==> config.mk <==
export PLATFORM = sky130hd
export DESIGN_NAME = rotary_step_controller
export DESIGN_NICKNAME = d
export VERILOG_FILES = /design/src/rtl/rotary_step_controller.sv
export SDC_FILE = /design/constraint.sdc
export NUM_CORES = 1
export LEC_CHECK = 0
export BUFFER_PORTS_ARGS = -buffer_cell sky130_fd_sc_hd__buf_4
export CAP_MARGIN = 20
export CORE_MARGIN = 2
export CORE_UTILIZATION = 54
export CTS_CLUSTER_DIAMETER = 100
export DETAILED_ROUTE_END_ITERATION = 10
export PLACE_DENSITY = 0.81
export SYNTH_ARGS = -nofsm -noshare
export SYNTH_HDL_FRONTEND = slang
export SYNTH_SLANG_ARGS = --single-unit
==> constraint.sdc <==
create_clock -name clk -period 2.3 [get_ports clk]
set_input_delay 0 -clock clk [delete_from_list [all_inputs] [get_ports clk]]
set_output_delay 0 -clock clk [all_outputs]
set_load 0.1 [all_outputs]
==> src/rtl/rotary_step_controller.sv <==
// Rotary-encoder step controller: rotates an LED pattern and tracks a step count
// on each accepted encoder event, with a fixed lockout window after every step.
module rotary_step_controller #(
    parameter int unsigned LOCKOUT_CYCLES = 16,
    parameter logic [7:0]  LED_INIT       = 8'b0000_0001
) (
    input  logic       clk,
    input  logic       rst,
    input  logic       rotation_event,
    input  logic       rotation_direction,
    input  logic       load,
    input  logic [7:0] load_value,
    output logic [7:0] led,
    output logic [7:0] step_count,
    output logic       step_pulse,
    output logic       dir_latched,
    output logic       busy
);

    localparam logic [7:0] LOCKOUT_LD = 8'(LOCKOUT_CYCLES);

    typedef enum logic {IDLE, HOLD} state_t;

    state_t     state;
    state_t     state_nxt;
    logic [7:0] lk_cnt;
    logic [7:0] lk_cnt_nxt;
    logic       ev_q;
    logic       rise;
    logic       accept;

    function automatic logic [7:0] rotate(input logic [7:0] pat, input logic left);
        rotate = left ? {pat[6:0], pat[7]} : {pat[0], pat[7:1]};
    endfunction

    function automatic logic [7:0] load_pattern(input logic [7:0] val);
        load_pattern = (val == 8'd0) ? LED_INIT : val;
    endfunction

    assign rise   = rotation_event & ~ev_q;
    // A simultaneous load takes priority and swallows the step.
    assign accept = (state == IDLE) && rise && !load;

    always_ff @(posedge clk or posedge rst) begin
        if (rst) begin
            state  <= IDLE;
            lk_cnt <= 8'd0;
        end else begin
            state  <= state_nxt;
            lk_cnt <= lk_cnt_nxt;
        end
    end

    always_comb begin
        state_nxt  = state;
        lk_cnt_nxt = lk_cnt;
        case (state)
            IDLE: begin
                if (accept) begin
                    state_nxt  = HOLD;
                    lk_cnt_nxt = LOCKOUT_LD;
                end
            end
            HOLD: begin
                lk_cnt_nxt = lk_cnt - 8'd1;
                if (lk_cnt <= 8'd1)
                    state_nxt = IDLE;
            end
            default: begin
                state_nxt  = IDLE;
                lk_cnt_nxt = 8'd0;
            end
        endcase
    end

    always_comb begin
        busy = (state == HOLD);
    end

    // ev_q resets high so an event level held through reset release is not a rise.
    always_ff @(posedge clk or posedge rst) begin
        if (rst) begin
            ev_q        <= 1'b1;
            led         <= LED_INIT;
            step_count  <= 8'd0;
            step_pulse  <= 1'b0;
            dir_latched <= 1'b0;
        end else begin
            ev_q       <= rotation_event;
            step_pulse <= accept;
            if (load) begin
                led        <= load_pattern(load_value);
                step_count <= 8'd0;
            end else if (accept) begin
                led         <= rotate(led, rotation_direction);
                step_count  <= rotation_direction ? step_count + 8'd1 : step_count - 8'd1;
                dir_latched <= rotation_direction;
            end
        end
    end

endmodule
==> flow_metrics.tcl <==
set metrics [dict create \
    cts_buffers 3 \
    fin_setup_tns_ns 0 \
    finalWirelength_um 3680 \
    synth_top_area_cell "dfrtp_1" \
    htree_levels 1 \
    ys_types 40 \
    die_w_um 58.9 \
    path_cells "ha_1, a211oi_1, nor3_1, o2111a_1, o31a_1, nor3_2" \
    total_power_mw 1.09 \
    register_area_um2 706 \
    drcViolationCount 2 \
    holdWs_ns 0.171 \
    slowest_delay_ns 0.46 \
    grt_pass1_wl_um 6220 \
    setup_viol 0 \
    multiInputGateArea_um2 852 \
    rsz0062_at_grt "no" \
    power_leakage_nw 0.966 \
    ys_ff_latch 28 \
    finalHoldViolCount 0 \
    num-nets-final 241 \
    p_switching_mw 0.329 \
    final_util_pct 72.9 \
    synthCells 177 \
    ctsHoldBuffers 11 \
    place_area_mm2 0.00188 \
    synth_area_mm2 0.00163 \
    power.density_mw_per_mm2 533 \
    vias 1505 \
    p_sw_share_pct 30.2 \
    power.combinational.fraction_pct 21.1 \
    path_clk_slew_ns 0.15 \
    end_kind "register" \
    synth_edf_count 0 \
    place_ws_ns 0.344 \
    wire_per_inst_um 14.8 \
    ant_nets 0 \
    syn-num-nets 199 \
    synth_top_area_share_pct 39.9 \
    p_int_mw 0.760 \
    num_antenna_cells 0 \
    period_needed_ns 1.98 \
    start_util_pct 58.1 \
    place.gp.congestion 0.946 \
    worst-path-buf-inv 0 \
    die_h_um 58.9 \
    worstHoldPathType "in2reg" \
    clock-sinks 28 \
    pin_count 32 \
    skew_ns 0.00212 \
    post_cts_buffers 0 \
    worst_pin_slew_ns 0.729 \
    fin_cells 249 \
    setup_slack_ns 0.321 \
    ys.flop_type "dfrtp_1" \
    slew_viol_final 0 \
    fin_crit_sh_pct 86.0 \
    cts_max_path_buffers 2 \
    violations "design-rule violations" \
    dieArea_mm2 0.00347 \
    async_flop_share_pct 100 \
    post-place-cells 234 \
    cts_root_buf "clkbuf_4" \
    pwr-share-seq_pct 49.1 \
    ir_drop_mv 0.359 \
    drv_cap 0 \
    crit_slowest_cell "dfrtp_2" \
    fmax_mhz 505 \
    critPathKind "reg2reg" \
    cp-start-kind "register" \
    antenna_found_initial 0 \
    drive_gt1_share_pct 21.1 \
    n_fill_cell 222 \
    post-synth-top-count-cell "dfrtp_1" \
    status "finished with violations" \
    synthTopCellsByCount "dfrtp_1, nand2_1, a21oi_1, o21ai_0, nor2_1" \
    area_growth_pct 25.4 \
    hpwl_um 2710 \
    clkPwrFrac_pct 29.8 \
    first_global_vias 1444 \
    cp_max_fo 4 \
    cp_data_arrival_time_ns 2.25 \
    coreArea_mm2 0.00281 \
    grt_max_degree 28 \
    first_pass_iters 7 \
    critical_path_required_ns 2.57 \
    vias_per_cell 6.04 \
    grt_use_total_pct 23.1 \
    yosys-top-cells-area "dfrtp_1, ha_1, mux2i_1" \
    grt_overflow 0 \
    port_buffers 31 \
    ctsResizeCount 0 \
    row_count 19 \
    tritoncts "yes" \
    drt_iter0_markers 68 \
    slew_headroom_pct 51.3 \
    critPathTopFamily "compound AO/OA/AOI/OAI gates" \
    worstSkewPairLatency_ns 0.33 \
    ys_seq_area_share_pct 43.1 \
    stdcell_area_mm2 0.00204 \
    yosysWarnings 0 \
    syn_area_per_cell_um2 9.21 \
]
==> power groups by stage <==
stage	clock, mW	sequential (mW)	combinational, mW
floorplan	0	0.636	0.0617
global placement	0	0.542	0.210
detailed placement	0	0.543	0.215
CTS	0.332	0.534	0.230
global route	0.348	0.537	0.245
finish	0.325	0.534	0.230
==> layout make-up <==
type | instances | share of cell area, %
clock buffers | 3 | 1.10
clock inverters | 1 | 1.47
inverters | 8 | 1.47
multi-input cells | 133 | 41.7
flip-flops and latches | 28 | 34.5
well taps | 31 | 1.90
repair buffers | 45 | 17.9
==> cell usage in the layout (no fill, tap or decap), types with 2 or more instances in the layout <==
master and count:
dfstp_2 2, or3_1 2, dfrtp_1 24, mux2i_1 9, a211oi_1 2, o211ai_1 2, o41ai_1 2, nand3_1 10
buf_4 34, o21ai_0 15, nor4_1 2, ha_1 8, nor2_1 14, nor3_2 2, inv_1 8, dfrtp_2 2
clkbuf_4 3, or4_1 3, o21bai_1 2, nor4b_1 2, a21oi_1 15, nor3_1 4, nand2_1 22, dlygate4sd3_1 11
==> worst min-delay path, cell delays in order <==
cell      delay (ns)
buf_4           0.21
fa_1            0.20
a211oi_1        0.06
==> flip-flops by register name, summed over array words and instances, names as in the netlist <==
register and flops:
lk_cnt 8, dir_latched 1, step_pulse 1, ev_q 1
busy 1, led 8, step_count 8
==> layer usage <==
layer	GRT usage [%]	wire length [um]	part of all wire (%)	vias to the layer above
li1	-	-	-	722
met1	29.7	1610	44	719
met5	0	0	0	-
met4	7.79	40	1.1	0
met2	39.7	1800	49	58
met3	3.30	227	6.2	6
==> worst paths after layout <==
kind	startpoint	endpoint	slack, ns	cells past startpoint
setup / recovery	step_count[1]	step_count[7]	0.32	6
hold / removal	rotation_direction	step_count[1]	0.17	3
setup reg to reg	step_count[1]	step_count[7]	0.32	6
hold reg to reg	lk_cnt[7]	lk_cnt[7]	0.49	1
max in group asynchronous	rst	lk_cnt[4]	1.36	4
min in group asynchronous	rst	led[5]	0.33	3
==> cells by family (layout without fill, tap and decap cells) <==
| family | after synthesis | after routing | share of synthesized area, % |
|---|---|---|---|
| XOR/XNOR | 1 | 1 | 0.537 |
| multiplexers | 10 | 10 | 6.22 |
| AND/OR/NAND/NOR | 66 | 66 | 20.3 |
| buffers and inverters | 16 | 57 | 4.60 |
| AO/OA/AOI/OAI | 47 | 47 | 17.8 |
| adder cells (fa/ha/maj) | 9 | 9 | 7.37 |
| flip-flops | 28 | 28 | 43.1 |
Power figures use the tool's default switching activity.
